<file path="config.mk">
export PLATFORM = sky130hd
export DESIGN_NAME = cpu_timer
export DESIGN_NICKNAME = d
export VERILOG_FILES = /design/src/rtl/cpu_timer.sv
export SDC_FILE = /design/constraint.sdc
export NUM_CORES = 1
export LEC_CHECK = 0
export BUFFER_PORTS_ARGS = -buffer_cell sky130_fd_sc_hd__clkbuf_2
export CORE_MARGIN = 1.5
export CORE_UTILIZATION = 50
export CTS_CLUSTER_DIAMETER = 120
export DETAILED_ROUTE_END_ITERATION = 10
export PLACE_DENSITY = 0.72
export SYNTH_ARGS = -nofsm -noshare
export SYNTH_HDL_FRONTEND = slang
export SYNTH_SLANG_ARGS = --single-unit
</file>
<file path="constraint.sdc">
create_clock -name clk -period 2.2 [get_ports clk]
set_input_delay 0.11 -clock clk [delete_from_list [all_inputs] [get_ports clk]]
set_output_delay 0.11 -clock clk [all_outputs]
set_load 0.05 [all_outputs]
</file>
<file path="src/rtl/cpu_timer.sv">
// SM83 DIV/TIMA/TMA/TAC timer block, bus responder at FF04-FF07.
// Runs on every T-cycle; register writes commit on the M-cycle's last T-cycle.
module cpu_timer #(
  parameter logic [15:0] BASE_ADDR    = 16'hFF04,
  parameter int          RELOAD_DELAY = 4
) (
  input  logic        clk,
  input  logic        reset,
  input  logic        m_tick,
  input  logic [15:0] mem_addr,
  input  logic        mem_read_enable,
  input  logic        mem_write_enable,
  input  logic [7:0]  mem_data_in,
  output logic [7:0]  mem_data_out,
  output logic        mem_select,
  output logic        irq_timer
);

  typedef enum logic {
    IDLE,
    PENDING
  } state_t;

  state_t      state, state_nx;
  logic [1:0]  dly, dly_nx;
  logic [15:0] div_ctr;
  logic [7:0]  tima, tima_nx;
  logic [7:0]  tma, tma_nx;
  logic [2:0]  tac;
  logic        sig, sig_d, div_bit;
  logic        inc, reload, irq_nx;
  logic [15:0] rel;
  logic [1:0]  off;
  logic        hit, wr;
  logic        wr_div, wr_tima, wr_tma, wr_tac;

  assign rel  = mem_addr - BASE_ADDR;
  assign off  = rel[1:0];
  assign hit  = (rel[15:2] == 14'd0);
  assign wr   = m_tick & mem_write_enable & hit;

  assign wr_div  = wr & (off == 2'd0);
  assign wr_tima = wr & (off == 2'd1);
  assign wr_tma  = wr & (off == 2'd2);
  assign wr_tac  = wr & (off == 2'd3);

  assign mem_select = mem_read_enable & hit;

  always_comb begin
    mem_data_out = 8'hFF;
    if (mem_select) begin
      case (off)
        2'd0: mem_data_out = div_ctr[15:8];
        2'd1: mem_data_out = tima;
        2'd2: mem_data_out = tma;
        2'd3: mem_data_out = {5'b11111, tac};
        default: mem_data_out = 8'hFF;
      endcase
    end
  end

  always_comb begin
    case (tac[1:0])
      2'b00: div_bit = div_ctr[9];
      2'b01: div_bit = div_ctr[3];
      2'b10: div_bit = div_ctr[5];
      2'b11: div_bit = div_ctr[7];
      default: div_bit = 1'b0;
    endcase
  end

  // DIV/TAC writes move sig too, so they can fake a falling edge
  assign sig    = tac[2] & div_bit;
  assign inc    = sig_d & ~sig;
  assign tma_nx = wr_tma ? mem_data_in : tma;
  assign reload = (state == PENDING) &&
                  (dly == 2'(RELOAD_DELAY - 1));

  always_comb begin
    state_nx = state;
    dly_nx   = dly;
    tima_nx  = tima;
    irq_nx   = 1'b0;
    unique case (state)
      IDLE: begin
        if (wr_tima) begin
          tima_nx = mem_data_in;
        end else if (inc) begin
          if (tima == 8'hFF) begin
            tima_nx  = 8'h00;
            state_nx = PENDING;
            dly_nx   = 2'd0;
          end else begin
            tima_nx = tima + 8'd1;
          end
        end
      end
      PENDING: begin
        if (reload) begin
          tima_nx  = tma_nx;
          irq_nx   = 1'b1;
          state_nx = IDLE;
          dly_nx   = 2'd0;
        end else if (wr_tima) begin
          tima_nx  = mem_data_in;
          state_nx = IDLE;
          dly_nx   = 2'd0;
        end else begin
          dly_nx = dly + 2'd1;
          if (inc) tima_nx = tima + 8'd1;
        end
      end
      default: state_nx = IDLE;
    endcase
  end

  always_ff @(posedge clk) begin
    if (reset) begin
      div_ctr   <= 16'd0;
      tima      <= 8'd0;
      tma       <= 8'd0;
      tac       <= 3'd0;
      state     <= IDLE;
      dly       <= 2'd0;
      sig_d     <= 1'b0;
      irq_timer <= 1'b0;
    end else begin
      div_ctr   <= wr_div ? 16'd0 : div_ctr + 16'd1;
      tima      <= tima_nx;
      tma       <= tma_nx;
      if (wr_tac) tac <= mem_data_in[2:0];
      state     <= state_nx;
      dly       <= dly_nx;
      sig_d     <= sig;
      irq_timer <= irq_nx;
    end
  end

endmodule

</file>
---- After elaboration in Yosys (flattened, before gate mapping) ----
Index checks and enable logic that the tools add are counted.
operators by class
  equal/unequal tests ..................... 13
  $add $sub $neg .......................... 4
  muxes and demuxes ....................... 24
  reductions and logical operators ........ 8
  bitwise operators ....................... 11
operators with widths
  kind                    count
  $mux 8                  8
  $pmux 8 s4              1
  $add 16x1->16 const B   1
  $pmux 8 s2              1
  $sub 16x16->16 const B  1
  $logic_not 14->1        1
  $eq 2x2->1 const B      5
  $mux 2                  5
  $and 1x1->1             9
  $add 8x1->8 const B     1
  $eq 8x8->1 const B      1
  $mux 1                  6
  $ne 2x2->1 const B      3
  $eq 2x1->1 const B      2
  $logic_not 2->1         2
  $ne 4x1->1 const B      1
  $pmux 1 s4              1
  $pmux 2 s2              1
  $reduce_or 2->1         2
  $ne 3x3->1 const B      1
  $reduce_and 3->1        1
  $add 2x1->2 const B     1
  $not 1->1               2
  $pmux 1 s2              1
  2 further kinds         2
storage, ports and cells
  input port bits ......................... 29
  word-level logic and storage cells ...... 68
  flip-flop bits (word level) ............. 40

---- Longest topological paths before layout ----
Gate-level depths: netlist (run 1).
  depth after elaboration ................. 9
  depth in mapped cells ................... 8

---- Worst setup path before layout (run 1) ----
No wires, ideal clock.
  path type ............................... input port to output port
  start ................................... input mem_addr[6]
  end ..................................... output mem_data_out[3]
  stages .................................. 5
  required time ........................... 2090 ps
  arrival time ............................ 1929 ps
  path slack .............................. 161 ps
  path buffers ............................ 1
  cells stage by stage .................... nand4b_1 > nor3_1 > and3_1 > clkbuf_1 > nand2_1
between the ends
  cells in the longest elaborated chain, start to end .. 4
ends and longest elaborated chain
  what                  line  RTL
  start: declaration    10    input logic [15:0] mem_addr,
  $sub 16x16->16        37    assign rel = mem_addr - BASE_ADDR;
  $logic_not 14->1      39    assign hit = (rel[15:2] == 14'd0);
  $and 1x1->1           47    assign mem_select = mem_read_enable & hit;
  named net mem_select  15    output logic mem_select,
  $mux 8                51    if (mem_select) begin
  end: declaration      14    output logic [7:0] mem_data_out,
The timed path passes the listed nets, and every way through them passes these cells.

---- Worst setup path in the final report (run 1) ----
  start ................................... register tac[1]
  end ..................................... register tima[4]
between the ends
  cells in the longest elaborated chain, start to end .. 7
  elaborated cells on any way between the ends .. 11
ends and longest elaborated chain
  what                                                       line  RTL
  start: declaration                                         29    logic [2:0] tac;
  start signal: assignment                                   131   if (wr_tac) tac <= mem_data_in[2:0];
  $eq 2x2->1, or another cell as far along                   63    case (tac[1:0])
  $pmux 1 s4 (*)                                             63
  $and 1x1->1 (*)                                            73    assign sig = tac[2] & div_bit;
  $not 1->1 (*)                                              74    assign inc = sig_d & ~sig;
  $and 1x1->1 (*)                                            74
  $ne 4x1->1 (no source line) or $ne 3x3->1 (tied branches)  n/a
  $reduce_and 2->1 (no source line) (*)                      n/a
  end signal: assignment                                     129   tima <= tima_nx;
  end: declaration                                           27    logic [7:0] tima, tima_nx;
Every way passes the cells marked *; elsewhere a longest branch is shown, timed or not.
A chain may end at the register's enable or synchronous reset.

==> results.yml, run 1 <==
clock_network:
  tritoncts: "yes"
  root_buffer: "clkbuf_8"
  cts.sinks: 40
  clk_pin_slew_worst_paths_ns: 0.08
  ctsHoldBuffers: 0
  cts_buffers: 5
  cts_resized: 0
  clk_path_buf_depth: 2
  insertion_delay_ns: 0.30
  h-tree-depth: 2
  post_cts_buffers: 0
timing:
  hold_violations: 0
  finalCriticalPeriod_ns: 1.90
  setup_violations: 0
  max_freq_ghz: 0.525
  rsz0062_at_grt: "false"
  max_slew_margin: 0.634
  skew_ns: 0.00564
  worst_pin_slew_ns: 0.549
  tns_ns: 0
  slew_viol_final: 0
  fin_crit_sh: 0.866
critical_path:
  critPathBufInv: 0
  critPathKind: "flip-flop to flip-flop"
  cp-start-kind: "flip-flop"
  rrSetupSlack_ns: 0.30
  cp_max_fo: 5
  crit_start: "tac[1]"
  cp-endpoint: "tima[4]"
  rr_worst_depth: 5
  cp_slowest_cell: "dfxtp_1"
  critPathTopFamily: "compound AO/OA/AOI/OAI gates"
  path_depth: 5
  cp_slowest_stage_delay_ns: 0.45
  worst_ep_arrival_time_ns: 2.09
  timing.rr.end: "tima[4]"
  r2r_start: "tac[1]"
  worstPathCellList: "mux2i_1 -> o221a_2 -> nand4_1 -> xor2_1 -> a2111oi_1"
  worst_setup_path_end_kind: "flip-flop"
  cp.required_ns: 2.38
drt:
  firstDrtPassIters: 4
  wl_per_cell_um: 15.4
  drt_iter0_markers: 122
  vias: 2158
  route.detailed.drc: 0
  wl_mm: 5.61
  viasPerCell: 5.93
  detail-route-antenna-nets: 0
global_route:
  track_usage: 0.238
  grt_max_degree: 26
  grt_pass1_wl_mm: 9.32
  antenna_found_initial: 0
  grt_pass1_vias: 2000
  grt.overflow.total: 0
synth:
  netlist_area_mm2: 0.00225
  ys_types: 57
  synth_common_cells: "nand2_1, dfxtp_1, nor2_1"
  yosys.area.top_type_share: 0.356
  synth_top_cell_by_area: "dfxtp_1"
  ys_seq_area_frac: 0.356
  ys.flop_type: "dfxtp_1"
  synth.area.top_cells: "dfxtp_1, nand2_1, nor2_1, xor2_1, a21oi_1"
  synth_cells: 270
  ys_ff_latch: 40
  synth-edff-count: 0
  syn_nets: 302
  async_flop_share: 0
  synth_most_common_cell: "nand2_1"
  yosysWarnings: 0
  syn_area_per_cell_um2: 8.32
place:
  dp_hpwl_mm: 4.18
  place_area_mm2: 0.00251
  dp.cells: 356
  place.gp.congestion: 0.965
  portBuffers: 38
cells_and_area:
  drive_above_1_share: 0.224
  utilization: 0.603
  area_growth_pct: 16.9
  diodes: 0
  finalNonFillerCells: 364
  nets: 343
  nFillCells: 376
  fin_area_mm2: 0.00263
floorplan:
  coreArea_mm2: 0.00435
  ioPinCount: 39
  rows: 24
  dieWidth_um: 70.0
  dieArea_mm2: 0.00491
  initial_core_util: 0.516
  die_y_um: 70.0
worst_hold_path:
  min_path_type: "primary input to flip-flop"
pwr:
  finalPower_uw: 1460
  intPower_uw: 1120
  pwr-share-comb: 0.071
  vdd_drop_max_mv: 0.318
  p_seq_frac: 0.506
  switching_share: 0.235
  clkPwrFrac: 0.424
  p_switching_uw: 344
  p_leak_uw: 0.00100
  cellPowerDensity_mw_per_mm2: 558
status:
  outcome: "complete, no violations"
flow_run:
  drv_cap: 0
state kept, by name, summed over array words and instances (netlist names):
register / count
sig_d: 1
tma: 8
tima: 8
tac: 3
dly: 2
irq_timer: 1
div_ctr: 16
state: 1
cell usage in the layout, fill, tap and decap left out, types with 2 or more instances in the layout:
master     instances
mux4_2             3
and4_1             2
nor2_1            30
nand2_1           44
xor2_1            11
and2_1             4
inv_1              3
o22ai_1            6
a41oi_1            2
clkbuf_8           5
and3_1             8
mux2i_1            2
nor3_1             4
clkbuf_2          38
nand3_1           10
a21oi_1           18
o21ai_1            2
o31ai_1            4
nand2b_1           6
a21o_1             3
o21ai_0            3
xnor2_1            5
mux2_2             6
nand4_1            4
nor2b_1            6
ha_1               3
dfxtp_1           40
nand4b_1           3
buf_4              5
a2111oi_2          2
stage by stage:
stage / worst slack (ns) / hold slack [ns]
2_1_floorplan: 0.161 / 0.250
3_3_place_gp: 0.187 / 0.355
3_5_place_dp: 0.170 / 0.363
4_1_cts: 0.308 / 0.0381
5_1_grt: 0.173 / 0.0522
6_report: 0.296 / 0.0403
tightest hold or removal path, cell delays in order:
cell and delay [ns]:
clkbuf_2 0.09, nand2_1 0.05, a21oi_1 0.05
worst min path at each step:
stage                               from     end  slack (ns)  cells past startpoint
after floorplan           mem_data_in[0]  tma[0]        0.25                      2
after global placement    mem_data_in[6]  tma[6]        0.36                      3
after detailed placement  mem_data_in[5]  tma[5]        0.36                      3
after CTS                 mem_data_in[5]  tma[5]        0.04                      3
after global routing      mem_data_in[6]  tma[6]        0.05                      3
final                     mem_data_in[5]  tma[5]        0.04                      3
cells by family after synthesis:
kind of cell               after synthesis  synth area share
buffers and inverters                   13            0.0267
muxes                                   11            0.0690
DFF                                     40             0.356
AOI/OAI and AO/OA                       56             0.175
and+or+nand+nor                        131             0.294
xor gates and xnor gates                16            0.0624
adders and majority gates                3            0.0167
power by group through the flow:
stage / sequential [µW] / clock, µW / combinational (µW)
after global routing: 742 / 661 / 115
after global placement: 756 / 0 / 102
after CTS: 740 / 630 / 104
after floorplan: 754 / 0 / 55.3
after detailed placement: 757 / 0 / 103
final: 741 / 620 / 104
final cells by class:
| type | instances | area, µm² | area share |
|---|---|---|---|
| Clock buffer | 5 | 68.8 | 0.0262 |
| Clock inverter | 3 | 46.3 | 0.0176 |
| Inverter | 3 | 11.3 | 0.00429 |
| Multi-Input combinational cell | 217 | 1390 | 0.528 |
| Sequential cell | 40 | 801 | 0.305 |
| Tap cell | 52 | 65.1 | 0.0248 |
| Timing Repair Buffer | 44 | 248 | 0.0943 |
metal layers:
| metal | part of all wire | GRT usage | up-vias |
|---|---|---|---|
| met5 | 0 | 0 | - |
| met4 | 0.015 | 0.0769 | 0 |
| met3 | 0.058 | 0.0390 | 8 |
| met2 | 0.47 | 0.400 | 79 |
| met1 | 0.45 | 0.314 | 1009 |
| li1 | - | - | 1062 |
Note: power is estimated with default switching activity, not from simulation.
==> run 2: changes to the inputs <==
==> constraint.sdc (replaced) <==
create_clock -name clk -period 2.2 [get_ports clk]
set_input_delay 0.22 -clock clk [delete_from_list [all_inputs] [get_ports clk]]
set_output_delay 0.22 -clock clk [all_outputs]
set_load 0.05 [all_outputs]
==> run 2 against run 1 <==
Effect of this change:
- design area up 1.1%
- utilization is 0.69 points higher
- critical path depth rose by 1
- global-route usage is 0.15 points higher
- largest power group unchanged
==> results.yml, run 2 (synthesis gave the netlist of run 1 again) <==
drt:
  viasPerCell: 5.93
  drt_iter0_markers: 169
  firstDrtPassIters: 5
  vias: 2189
  route.detailed.drc: 0
  wl_per_cell_um: 15.1
  detail-route-antenna-nets: 0
  wl_mm: 5.57
cells_and_area:
  final_cell_mix: "nand2_1, dfxtp_1, clkbuf_2"
  seq_area_um2: 801
  regMostFlops: "div_ctr"
  area_growth_pct: 18.2
  nFillCells: 401
  nets: 348
  diodes: 0
  reg.largest.list: "div_ctr (16), tima (8), tma (8)"
  layout_commonest_cell: "nand2_1"
  utilization: 0.610
  multi_input_area_mm2: 0.00139
  fin_area_mm2: 0.00266
  largest_reg_flops: 16
  drive_above_1_share: 0.233
  finalNonFillerCells: 369
timing:
  tns_ns: 0
  fin_crit_sh: 0.867
  worst_pin_slew_ns: 0.478
  rsz0062_at_grt: "false"
  max_slew_margin: 0.681
  hold_violations: 0
  finalCriticalPeriod_ns: 1.91
  setup_violations: 0
  fin_ws_ns: 0.293
  max_freq_ghz: 0.524
  slew_viol_final: 0
  skew_ns: 0.00443
place:
  dp_hpwl_mm: 4.23
  place.gp.congestion: 0.865
  portBuffers: 38
  dp_slack_ns: 0.0561
  place_area_mm2: 0.00255
  dp.cells: 361
clock_network:
  clk_path_buf_depth: 2
  root_buffer: "clkbuf_8"
  clk_pin_slew_worst_paths_ns: 0.08
  cts.sinks: 40
  cts_buffers: 5
  tritoncts: "yes"
  h-tree-depth: 2
  post_cts_buffers: 0
  cts_resized: 0
  insertion_delay_ns: 0.29
  ctsHoldBuffers: 0
pwr:
  p_leak_uw: 0.00102
  clkPwrFrac: 0.409
  switching_share: 0.219
  pwr-share-comb: 0.073
  p_seq_frac: 0.517
  intPower_uw: 1120
  cellPowerDensity_mw_per_mm2: 538
  p_switching_uw: 313
  vdd_drop_max_mv: 0.416
floorplan:
  ioPinCount: 39
  rows: 24
  initial_core_util: 0.516
  coreArea_mm2: 0.00435
  dieArea_mm2: 0.00491
  dieWidth_um: 70.0
  die_y_um: 70.0
critical_path:
  worst_setup_path_end_kind: "flip-flop"
  cp.required_ns: 2.38
  critPathKind: "flip-flop to flip-flop"
  r2r_start: "tima[3]"
  rrSetupSlack_ns: 0.29
  rr_worst_depth: 6
  timing.rr.end: "tima[0]"
  cp_max_fo: 7
  worst_ep_arrival_time_ns: 2.08
  cp-start-kind: "flip-flop"
global_route:
  antenna_found_initial: 0
  grt.overflow.total: 0
  grt_pass1_vias: 1972
  grt_pass1_wl_mm: 9.44
  grt_max_degree: 17
  track_usage: 0.240
worst_hold_path:
  min_path_type: "primary input to flip-flop"
  hold_depth: 3
  min_from: "mem_data_in[3]"
  min_to: "tma[3]"
flow_run:
  drv_cap: 0
status:
  outcome: "complete, no violations"
-- run 2: cell types whose count changed in the layout (fill, tap and decap cells not counted), sizes merged --
cell,delta
buf,+5
clkbuf,+1
clkinv,+1
clkinvlp,-1
inv,-1
-- run 2: critical path, cell delays in order (launching register included) --
cell	delay (ns)
dfxtp_1	0.45
and4_1	0.33
nand2_1	0.13
o31ai_1	0.40
nor2_1	0.11
a222oi_1	0.30
o21ai_1	0.09
-- run 2: cell type report --
class | instances | share of cell area
tap | 52 | 0.0245
inverter | 3 | 0.00424
multi-input combinational | 217 | 0.522
timing repair buffer | 49 | 0.107
clock buffer | 6 | 0.0273
sequential | 40 | 0.301
clock inverter | 2 | 0.0132
-- run 2: how the worst max path moves through the flow --
stage | from | endpoint | slack, ns | depth (start not counted)
floorplan | mem_addr[3] | tima[0] | 0.23 | 6
global placement | mem_addr[3] | tima[0] | 0.08 | 7
detailed placement | mem_addr[3] | tima[0] | 0.06 | 7
CTS | mem_addr[3] | tima[0] | 0.32 | 7
global route | tima[3] | tima[0] | 0.09 | 6
finish | tima[3] | tima[0] | 0.29 | 6
-- run 2: power by group through the flow --
stage / Combinational (µW) / Clock, µW / Sequential, µW
final: 105 / 585 / 739
after global routing: 115 / 633 / 740
after CTS: 104 / 592 / 739
after detailed placement: 104 / 0 / 756
after global placement: 103 / 0 / 756
after floorplan: 55.3 / 0 / 754
-- run 2: metrics by stage --
stage | hold slack [ns] | total power (µW)
2_1_floorplan | 0.360 | 809
3_3_place_gp | 0.424 | 859
3_5_place_dp | 0.451 | 860
4_1_cts | 0.165 | 1440
5_1_grt | 0.184 | 1490
6_report | 0.170 | 1430
-- run 2: routing by layer --
layer | GRT usage | wire length (µm) | vias to the layer above
met5 | 0 | 0 | -
met4 | 0.0769 | 88 | 0
met3 | 0.0635 | 474 | 10
met2 | 0.364 | 2550 | 109
met1 | 0.333 | 2450 | 1004
li1 | - | - | 1066
